**config.mk**
```make
export PLATFORM = sky130hd
export DESIGN_NAME = vera_bus_responder
export DESIGN_NICKNAME = d
export VERILOG_FILES = /design/src/rtl/vera_bus_pkg.sv /design/src/rtl/vera_bus_strobe_sync.sv /design/src/rtl/vera_bus_responder.sv
export SDC_FILE = /design/constraint.sdc
export NUM_CORES = 1
export LEC_CHECK = 0
export CORE_MARGIN = 2
export CORE_UTILIZATION = 23
export CTS_BUF_LIST = sky130_fd_sc_hd__clkbuf_4
export CTS_CLUSTER_SIZE = 40
export DETAILED_ROUTE_END_ITERATION = 10
export PLACE_DENSITY = 0.46
export SYNTH_ARGS = -nofsm -noshare
export SYNTH_HDL_FRONTEND = slang
export SYNTH_SLANG_ARGS = --single-unit
```
**constraint.sdc**
```tcl
create_clock -name clk -period 2 [get_ports clk]
set_input_delay 0.4 -clock clk [delete_from_list [all_inputs] [get_ports clk]]
set_output_delay 0.4 -clock clk [all_outputs]
set_load 0.05 [all_outputs]
```
**src/rtl/vera_bus_pkg.sv**
```systemverilog
// Shared types and constants for the VERA CPU-side register port.
package vera_bus_pkg;

    typedef enum logic [1:0] {
        IDLE,
        WR,
        RD
    } state_t;

    typedef enum logic [1:0] {
        EV_NONE,
        EV_AW,
        EV_DW,
        EV_DR
    } event_t;

    localparam logic        REG_ADDR      = 1'b0;
    localparam logic        REG_DATA      = 1'b1;
    localparam logic [11:0] VERA_ADDR_REG = 12'h9F2;
    localparam logic [11:0] VERA_DATA_REG = 12'h9F3;

endpackage

```
**src/rtl/vera_bus_strobe_sync.sv**
```systemverilog
// Two-flop synchronizer for an asynchronous active-low CPU strobe, with
// rise/fall detection against one extra history flop.
module strobe_sync (
    input  logic clk,
    input  logic rst_n,
    input  logic strobe_i,
    output logic level_o,
    output logic fall_o,
    output logic rise_o
);

    logic meta_q;
    logic sync_q;
    logic last_q;

    // Reset to the idle (high) level so reset release never looks like a strobe edge.
    always_ff @(posedge clk or negedge rst_n) begin
        if (!rst_n) begin
            meta_q <= 1'b1;
            sync_q <= 1'b1;
            last_q <= 1'b1;
        end else begin
            // NOTE: non-blocking assignments make this a true 3-stage shift chain;
            // blocking ones would collapse it into a single flop.
            meta_q <= strobe_i;
            sync_q <= meta_q;
            last_q <= sync_q;
        end
    end

    assign level_o = sync_q;
    assign fall_o  = last_q & ~sync_q;
    assign rise_o  = ~last_q & sync_q;

endmodule

```
**src/rtl/vera_bus_responder.sv**
```systemverilog
// Two-register VERA port: address pointer at 0x9F2 and an auto-incrementing
// prefetched data port at 0x9F3, driving a req/ack video-memory port.
module vera_bus_responder
    import vera_bus_pkg::*;
#(
    parameter int DW = 16,
    parameter int AW = 16
) (
    input  logic          clk,
    input  logic          rst_n,
    input  logic          rdB,
    input  logic          wrB,
    input  logic          reg_sel,
    input  logic [DW-1:0] din,
    output logic [DW-1:0] dout,
    output logic          mem_req,
    output logic          mem_we,
    output logic [AW-1:0] mem_addr,
    output logic [DW-1:0] mem_wdata,
    input  logic          mem_ack,
    input  logic [DW-1:0] mem_rdata,
    output logic          busy,
    output logic          err
);

    logic rd_lvl, rd_fall, rd_rise;
    logic wr_lvl, wr_fall, wr_rise;

    strobe_sync u_rd_sync (
        .clk     (clk),
        .rst_n   (rst_n),
        .strobe_i(rdB),
        .level_o (rd_lvl),
        .fall_o  (rd_fall),
        .rise_o  (rd_rise)
    );

    strobe_sync u_wr_sync (
        .clk     (clk),
        .rst_n   (rst_n),
        .strobe_i(wrB),
        .level_o (wr_lvl),
        .fall_o  (wr_fall),
        .rise_o  (wr_rise)
    );

    state_t        state_q, state_d;
    logic          busy_q;
    logic [AW-1:0] ptr_q, ptr_d;
    logic [DW-1:0] wdata_q, wdata_d;
    logic [DW-1:0] pref_q, pref_d;
    logic          pend_valid_q, pend_valid_d;
    event_t        pend_ev_q, pend_ev_d;
    logic [DW-1:0] pend_data_q, pend_data_d;
    logic          err_q, err_d;
    logic          rd_sel_q, rd_sel_d;
    logic          rd_armed_q, rd_armed_d;

    logic          conflict;
    event_t        new_ev, exec_ev;
    logic [DW-1:0] new_data, exec_data;

    assign conflict = ~rd_lvl & ~wr_lvl;

    always_comb begin
        // NOTE: every variable gets a default before any branch, so no path
        // leaves one unassigned and no latch is inferred.
        state_d      = state_q;
        ptr_d        = ptr_q;
        wdata_d      = wdata_q;
        pref_d       = pref_q;
        pend_valid_d = pend_valid_q;
        pend_ev_d    = pend_ev_q;
        pend_data_d  = pend_data_q;
        err_d        = err_q;
        rd_sel_d     = rd_sel_q;
        rd_armed_d   = rd_armed_q;
        new_ev       = EV_NONE;
        new_data     = '0;
        exec_ev      = EV_NONE;
        exec_data    = '0;

        // A read only counts if its falling edge was accepted, so an overlap
        // with a write cannot later turn into a spurious data-read event.
        if (conflict) begin
            err_d      = 1'b1;
            rd_armed_d = 1'b0;
        end else begin
            if (rd_fall) begin
                rd_sel_d   = reg_sel;
                rd_armed_d = 1'b1;
            end
            if (rd_rise && rd_armed_q) begin
                rd_armed_d = 1'b0;
                if (rd_sel_q == REG_DATA) new_ev = EV_DR;
            end
            if (wr_fall) begin
                if (new_ev != EV_NONE) err_d = 1'b1;
                new_ev   = (reg_sel == REG_DATA) ? EV_DW : EV_AW;
                new_data = din;
            end
        end

        // Pending work runs first on return to IDLE; a new arrival takes its slot.
        if (state_q == IDLE) begin
            if (pend_valid_q) begin
                exec_ev      = pend_ev_q;
                exec_data    = pend_data_q;
                pend_valid_d = 1'b0;
                if (new_ev != EV_NONE) begin
                    pend_valid_d = 1'b1;
                    pend_ev_d    = new_ev;
                    pend_data_d  = new_data;
                end
            end else begin
                exec_ev   = new_ev;
                exec_data = new_data;
            end
        end else if (new_ev != EV_NONE) begin
            if (pend_valid_q) begin
                err_d = 1'b1;
            end else begin
                pend_valid_d = 1'b1;
                pend_ev_d    = new_ev;
                pend_data_d  = new_data;
            end
        end

        case (state_q)
            IDLE: begin
                case (exec_ev)
                    EV_AW: begin
                        ptr_d   = exec_data[AW-1:0];
                        state_d = RD;
                    end
                    EV_DW: begin
                        wdata_d = exec_data;
                        state_d = WR;
                    end
                    EV_DR: begin
                        ptr_d   = ptr_q + AW'(1);
                        state_d = RD;
                    end
                    default: ;
                endcase
            end
            WR: begin
                if (mem_ack) begin
                    ptr_d   = ptr_q + AW'(1);
                    state_d = RD;
                end
            end
            RD: begin
                if (mem_ack) begin
                    pref_d  = mem_rdata;
                    state_d = IDLE;
                end
            end
            default: state_d = IDLE;
        endcase
    end

    always_ff @(posedge clk or negedge rst_n) begin
        if (!rst_n) begin
            state_q      <= IDLE;
            busy_q       <= 1'b0;
            ptr_q        <= '0;
            wdata_q      <= '0;
            pref_q       <= '0;
            pend_valid_q <= 1'b0;
            pend_ev_q    <= EV_NONE;
            pend_data_q  <= '0;
            err_q        <= 1'b0;
            rd_sel_q     <= REG_ADDR;
            rd_armed_q   <= 1'b0;
        end else begin
            state_q      <= state_d;
            busy_q       <= (state_d != IDLE);
            ptr_q        <= ptr_d;
            wdata_q      <= wdata_d;
            pref_q       <= pref_d;
            pend_valid_q <= pend_valid_d;
            pend_ev_q    <= pend_ev_d;
            pend_data_q  <= pend_data_d;
            err_q        <= err_d;
            rd_sel_q     <= rd_sel_d;
            rd_armed_q   <= rd_armed_d;
        end
    end

    // Request fields come straight from state and registers, so they hold still until ack.
    assign mem_req   = (state_q != IDLE);
    assign mem_we    = (state_q == WR);
    assign mem_addr  = ptr_q;
    assign mem_wdata = wdata_q;
    assign busy      = busy_q;
    assign err       = err_q;
    assign dout      = (reg_sel == REG_DATA) ? pref_q : DW'(ptr_q);

endmodule

```
* Word-level counts from Yosys, hierarchy flattened
Cells that the tools add are included.
Word-level totals: register bits 79, bits of input ports 38, output and inout port bits 52, word-level logic and storage cells 89
Operators by class: add/sub/neg operators 1, equality and inequality tests 8, mux-type cells 40, bitwise operators 8, reductions and logical operators 15
Operators with widths (number):
- $mux 16 | 9
- $pmux 16 s2 | 2
- $mux 2 | 14
- $add 16x1->16 const B | 1
- $mux 1 | 13
- $reduce_bool 2->1 | 6
- $reduce_and 2->1 | 4
- $eq 2x2->1 const B | 3
- $pmux 2 s3 | 1
- $and 1x1->1 | 4
- $eq 2x1->1 const B | 2
- $not 1->1 | 4
- $pmux 2 s2 | 1
- $ne 3x1->1 const B | 1
- $reduce_and 3->1 | 1
- $reduce_bool 3->1 | 1
- $logic_not 2->1 | 1
- $ne 2x1->1 const B | 1
- $ne 2x2->1 const B | 1
- $reduce_or 2->1 | 1
- $logic_and 1x1->1 | 1

* Logic depth before layout (Yosys ltp)
depth in word-level cells 14, depth in mapped cells 8, mapped depth without buffers 6

* Hierarchy
A second synthesis with hierarchy kept.
Second synthesis, totals: cells, all modules 366, area total of the unflattened synthesis 3942.5 sq um
By module, submodules not included:
- vera_bus_responder | instances 1, cells an instance 356, area an instance 3754.9 sq um, sequential area each 1826.8 sq um
- strobe_sync | instances 2, cells an instance 5, area an instance 93.8 sq um, sequential area each 78.8 sq um

* Least setup slack after synthesis
No wires, ideal clock.
path kind flip-flop to output port, from register ptr_q[4] (netlist: mem_addr[4]), to output dout[4], arrival time 1.897 ns, required time 1.600 ns, slack -0.297 ns, stages on the path, launching flop included 3, path buffers 0, cell sequence dfrtp_1 > inv_1 > o21ai_0
Between the ends: longest elaborated chain between the ends 1
Ends and longest elaborated chain:
- start: declaration | line vera_bus_responder.sv:49 | logic [AW-1:0] ptr_q, ptr_d;
- start signal: assignment | line vera_bus_responder.sv:179 | ptr_q <= ptr_d;
- $mux 16 | line vera_bus_responder.sv:198 | assign dout = (reg_sel == REG_DATA) ? pref_q : DW'(ptr_q);
- end: declaration | line vera_bus_responder.sv:15 | output logic [DW-1:0] dout,
Every way passes these cells.

* Worst setup path in the final report
from register u_wr_sync.sync_q (netlist: u_wr_sync.level_o), to register wdata_q[9] (netlist: mem_wdata[9])
Between the ends: longest elaborated chain between the ends 8, elaborated cells between the ends (all ways) 12, classes of those cells 1 x eq/ne; 7 x mux; 3 x bitwise; 1 x reduce/logical
Ends and longest elaborated chain:
- start: declaration | line vera_bus_strobe_sync.sv:13 | logic sync_q;
- start signal: assignment | line vera_bus_strobe_sync.sv:26 | sync_q <= meta_q;
- $not 1->1 (*) | line vera_bus_strobe_sync.sv:32, vera_bus_responder.sv:63
- $and 1x1->1 | line vera_bus_strobe_sync.sv:32 | assign fall_o = last_q & ~sync_q;
- $mux 2 | line vera_bus_responder.sv:97 | if (wr_fall) begin
- $mux 2 | line vera_bus_responder.sv:85 | if (conflict) begin
- $mux 2
- $mux 2 | line vera_bus_responder.sv:105 | if (state_q == IDLE) begin
- $eq 2x2->1 | line vera_bus_responder.sv:131 | case (exec_ev)
- $reduce_and 2->1 (no line)
- end signal: assignment | line vera_bus_responder.sv:180 | wdata_q <= wdata_d;
- end: declaration | line vera_bus_responder.sv:50 | logic [DW-1:0] wdata_q, wdata_d;
Every way passes the cells marked *; elsewhere a longest branch is shown, timed or not. A chain may end at the register's enable or synchronous reset.

==> results.py <==
metrics = {
    "layout": {
        "layout.nets": 549,
        "utilization": 0.328,
        "nFillCells": 1786,
        "area_growth_pct": 40.3,
        "fin_cells": 740,
        "antenna_cells": 0,
        "seqCellArea_sq_um": 1990,
        "layout-drive-gt1-share": 0.383,
        "multi_input_area_sq_um": 1860,
    },
    "floorplan": {
        "dieArea_sq_um": 18500,
        "rows": 48,
        "start_util": 0.234,
        "die_y_microns": 136,
        "fp.dieW_microns": 136,
        "coreArea_sq_um": 17100,
        "ios": 90,
    },
    "global_route": {
        "antenna_found_initial": 0,
        "track_usage": 0.129,
        "grt_max_degree": 43,
        "grt_pass1_vias": 3269,
        "gr-total-overflow": 0,
        "grt_pass1_wl_mm": 17.9,
    },
    "power_and_ir_drop": {
        "p_switching_mw": 4.18,
        "p_leak_nw": 2.50,
        "power.density_nw_per_um2": 1560,
        "p_clk_frac": 0.113,
        "internal-power_mw": 4.58,
        "sw_frac_of_total": 0.478,
        "pwr-share-seq": 0.314,
        "combPwrFrac": 0.572,
        "vdd_drop_max_uv": 778,
    },
    "clock_tree": {
        "insertion_delay_ns": 0.47,
        "cts_tree": "done",
        "cts-root-buf": "clkbuf_4",
        "htreeDepth": 3,
        "path_clk_slew_ns": 0.13,
        "clock-sinks": 79,
        "cts_inserted_buffers": 9,
        "cts_buffer_depth": 2,
    },
    "setup_path": {
        "path_max_fanout": 9,
        "required_ns": 2.36,
        "crit_type": "reg -> reg",
        "end_kind": "register",
        "start_kind": "register",
        "cp.arrival_ns": 2.35,
    },
    "place": {
        "dp_hpwl_mm": 8.17,
        "place_congestion": 0.774,
        "port_buffers": 89,
        "placed_cells": 713,
    },
    "yosys": {
        "synth_edf_count": 0,
        "syn_avg_cell_area_sq_um": 10.6,
        "synthTopCellsByArea": "dfrtp_1 46%, mux2_2 13%, nand2_1 6.3%",
        "ys_seq_area_frac": 0.496,
        "syn_area_sq_um": 4000,
        "ys_types": 56,
        "ys.flop_type": "dfrtp_1",
        "synth_nets": 415,
        "ys_ff_latch": 79,
        "synth_top_area_frac": 0.457,
        "synthCells": 376,
        "yosysWarnings": 0,
        "yosysTopAreaCell": "dfrtp_1",
        "synth.most_common_cell": "dfrtp_1",
        "synthTopCellsByCount": "73 x dfrtp_1, 67 x nand2_1, 45 x mux2_2",
        "synthArstFlopShare": 1.00,
    },
    "routing": {
        "drc": 0,
        "via_count": 3286,
        "viasPerCell": 4.44,
        "first_iter_violations": 174,
        "antenna_left": 0,
        "firstDrtPassIters": 4,
        "drt_wl_total_mm": 11.6,
        "wl_per_cell_microns": 15.6,
    },
    "timing": {
        "final_hold_viol_count": 0,
        "maxSlewViolCount": 0,
        "finalSetupViolations": 0,
        "tightest_slew_ns": 0.497,
        "setup_tns_ns": 0,
        "post-route-min-period_ns": 1.98,
        "slew_headroom": 0.670,
        "clock_skew_ns": 0.0223,
        "rsz0062_at_grt": "true",
        "post-route-period-util": 0.992,
        "fmax_mhz": 504,
    },
    "run": {
        "cap_violations": 0,
    },
    "outcome": {
        "status": "complete, no violations",
    },
    "min_path": {
        "hold_path.class": "in -> reg",
    },
}
cells by family (layout without fill, tap and decap cells):
group,after synthesis,in the layout,synth area share
and+or+nand+nor,124,125,0.151
DFF,79,79,0.496
buffers and inverters,27,165,0.0457
AOI/OAI and AO/OA,93,93,0.160
adders and majority gates,1,1,0.00313
muxes,52,52,0.144
power by group through the flow:
stage | clock [mW] | sequential [mW] | combinational, mW
6_report | 0.993 | 2.75 | 5.01
5_1_grt | 1.10 | 2.86 | 5.35
4_1_cts | 1.04 | 2.77 | 4.99
3_5_place_dp | 0 | 2.81 | 5.01
3_3_place_gp | 0 | 2.79 | 4.97
2_1_floorplan | 0 | 3.85 | 2.22
state kept, by name, indices dropped and copies added (netlist names):
name	count
u_wr_sync.last_q	1
u_rd_sync.level_o	1
state_q	2
busy	1
u_wr_sync.level_o	1
rd_sel_q	1
pref_q	16
u_wr_sync.meta_q	1
u_rd_sync.meta_q	1
err	1
pend_valid_q	1
u_rd_sync.last_q	1
mem_wdata	16
pend_data_q	16
pend_ev_q	2
mem_addr	16
rd_armed_q	1
critical path, stage by stage, from the launching register on:
cell     delay (ns)
dfstp_2        0.62
and3b_2        0.24
buf_12         0.14
and3b_1        0.20
o21ai_4        0.18
buf_4          0.18
mux2_2         0.33
stage by stage:
stage / hold slack (ns) / instance area [sq um] / setup WS [ns] / power, mW
5_1_grt: 0.289 / 5610 / -0.0513 / 9.31
4_1_cts: 0.280 / 5510 / 0.0178 / 8.79
3_3_place_gp: 0.319 / 5330 / -0.208 / 7.76
3_5_place_dp: 0.317 / 5330 / -0.229 / 7.82
6_report: 0.324 / 5610 / 0.0168 / 8.76
2_1_floorplan: 0.104 / 4000 / 0.0569 / 6.06
final timing paths:
kind	start	cells past startpoint	slack [ns]	to
worst max-delay path	u_wr_sync.level_o	6	0.02	mem_wdata[9]
worst min-delay path	wrB	1	0.32	u_wr_sync.meta_q
worst max register to register	u_wr_sync.level_o	6	0.02	mem_wdata[9]
worst min register to register	u_rd_sync.meta_q	0	0.36	u_rd_sync.level_o
max in group asynchronous	rst_n	3	1.08	pref_q[14]
min in group asynchronous	rst_n	2	0.34	mem_wdata[10]
area by class of cell:
type,instances,share of cell area
clock inverter,5,0.00870
inverter,3,0.00201
sequential,79,0.354
clock buffer,11,0.0147
tap,225,0.0502
timing repair buffer,146,0.238
multi-input combinational,271,0.332
layer usage:
layer | part of all wire | track usage | vias up
met5 | 0 | 0 | -
met4 | 0.017 | 0.0486 | 0
met3 | 0.042 | 0.0343 | 14
met2 | 0.49 | 0.216 | 64
met1 | 0.45 | 0.159 | 1596
li1 | - | - | 1612
timing repair:
action / 4_1_cts / 5_1_grt
resized for setup: 15 / 11
endpoints found under the setup margin: 28 / 28
pin swaps: 0 / 2
buffers inserted: 0 / 7
cloned: 1 / 2
hold buffers: 1 / 0
endpoints found under the hold margin: 13 / 0
cell usage in the layout (no fill, tap or decap), types with 10 or more instances in the layout:
cell type         n
dfrtp_1          70
mux2_2           43
clkdlybuf4s50_1  35
o21ai_0          23
nor2_1           10
a21oi_1          13
clkbuf_4         11
o21ai_2          10
o21ai_1          10
buf_4            88
nand2_1          67
Note: power is estimated with default switching activity, not from simulation.
==> RTL change: new RTL, config.mk and constraints unchanged <==
`AW`: 16 -> 14.
--- a/src/rtl/vera_bus_responder.sv
+++ b/src/rtl/vera_bus_responder.sv
@@ -4,7 +4,7 @@
     import vera_bus_pkg::*;
 #(
     parameter int DW = 16,
-    parameter int AW = 16
+    parameter int AW = 14
 ) (
     input  logic          clk,
     input  logic          rst_n,
Ports: changed (resized mem_addr); port bits go from 90 to 88. The function was not compared with the original's and may differ.
==> RTL change against the original RTL <==
Die area is 6.7% lower. Via count is 7.3% lower. Non-clock buffer count is 20 lower. Design area is 5.9% lower. Hold slack better by 0.024 ns. Routed wire length is 12% lower. Setup slack better by 0.098 ns. Count of clock-buffer cells in the layout is 2 lower. Synthesized cell count is 4.3% lower. Total power is 9.9% lower. Global-route usage is 0.34 points lower. Sequential cell count is 2 lower. Area after synthesis is 6.9% lower.
==> RTL change: results <==
group,metric,value,unit
outcome,outcome,"complete, no violations",
detailed_routing,wirelength_met1,4.95,mm
detailed_routing,wire_per_inst,14.5,um
hold_path,hold_path_class,"in2reg",
setup_path,reg2reg_depth,6,
yosys,synthTopCellsByCount,"71 x dfrtp_1, 67 x nand2_1, 53 x o21ai_0",
detailed_routing,routed-wl-met2,4.60,mm
detailed_routing,drt-total-wl,10.1,mm
yosys,syn-num-nets,399,
setup_path,critPathMaxStageDelay,0.49,ns
yosys,synthFlopType,"dfrtp_1",
grt,grt_usage,12.6,%
clock_network,cts_max_path_buffers,2,
setup_path,critical_path.slowest_cell,"dfrtp_1",
clock_network,clk_pin_slew,0.13,ns
yosys,async_flop_share,100,%
grt,grt_max_degree,37,
grt,grt_pass1_vias,3169,
yosys,netlist_instances,360,
grt,grt_first_pass_wirelength,17.0,mm
detailed_routing,first_pass_iters,4,
pwr,max-vdd-ir-drop,0.836,mV
sta,worstMarginPinSlew,0.512,ns
detailed_routing,dr.max_layer_used,"met4",
setup_path,crit_path_max_fanout,9,
clock_network,cts_buffers,9,
yosys,netlist_top_cells_area,"dfrtp_1 48%, mux2_2 12%, o21ai_0 7.1%, nand2_1 6.8%, dfstp_2 4.2%",
sta,setup_tns,0,ns
clock_network,htreeDepth,3,
yosys,ys_types,47,
pwr,p_leak,2.35,nW
final_layout,fill_cells,1635,
yosys,ys_warn_count,0,
grt,antenna_found_initial,1,
final_layout,nets,516,
setup_path,crit_family,"flip-flops",
clock_network,worstSkewPairLatency,0.44,ns
hold_path,holdPathStages,1,
detailed_routing,via_per_inst,4.36,
clock_network,cts-root-buf,"clkbuf_4",
placement,dp.cells,677,
placement,dp_hpwl,7.55,mm
placement,io_buffers,87,
sta,fin_skew,0.0149,ns
final_layout,drive_above_1_share,28.3,%
yosys,synth_seq_area_share,52.0,%
detailed_routing,drt_iter0_drc,120,
detailed_routing,routed-wl-met3,393,um
placement,gp_congestion,0.763,
==> RTL change: cells by family after synthesis <==
kind of cell               synth area share [%]
DFF                                        52.0
and+or+nand+nor                            15.1
muxes                                      15.3
adders and majority gates                 0.605
buffers and inverters                      3.53
AOI/OAI and AO/OA                          13.5
==> RTL change: worst paths after layout <==
path | start | endpoint | slack [ns]
hold / removal | wrB | u_wr_sync.meta_q | 0.35
min in group asynchronous | rst_n | pref_q[0] | 0.43
hold reg to reg | u_rd_sync.meta_q | u_rd_sync.level_o | 0.37
setup reg to reg | u_rd_sync.last_q | mem_addr[3] | 0.13
max in group asynchronous | rst_n | mem_addr[1] | 1.05
setup / recovery | state_q[0] | mem_req | 0.11
==> RTL change: area by class of cell <==
class | instances | area share, %
Clock inverter | 6 | 1.49
Antenna cell | 1 | 0.0474
Clock buffer | 9 | 1.28
Sequential cell | 77 | 36.7
Inverter | 6 | 0.426
Tap cell | 216 | 5.12
Timing Repair Buffer | 126 | 23.6
Multi-Input combinational cell | 257 | 31.4
==> RTL change: metal layers <==
metal / vias up / global-route usage, %
met5: - / 0
met4: 0 / 5.25
met3: 12 / 2.70
met2: 63 / 19.0
met1: 1462 / 17.4
li1: 1509 / -
==> RTL change: metrics by stage <==
stage	power [mW]	worst slack, ns	instance area (sq um)	hold slack, ns
2_1_floorplan	5.38	0.0376	3720	0.104
3_3_place_gp	7.00	-0.114	5110	0.347
3_5_place_dp	7.05	-0.145	5110	0.349
4_1_cts	8.02	0.00717	5270	0.309
5_1_grt	8.39	-0.00879	5280	0.314
6_report	7.89	0.115	5280	0.348
==> RTL change: repair_timing <==
action,CTS,global route
hold endpoints to repair,21,0
setup endpoints to repair,29,10
resized for setup,18,7
pin swaps,0,1
buffers inserted,3,1
hold buffers,1,0
==> RTL change: where the power goes <==
part           total (mW)  switching, mW  internal (mW)  leakage [nW]
logic                4.22           2.64           1.58          1.30
clock network        1.03          0.537          0.488        0.0745
registers            2.65          0.455           2.19         0.972
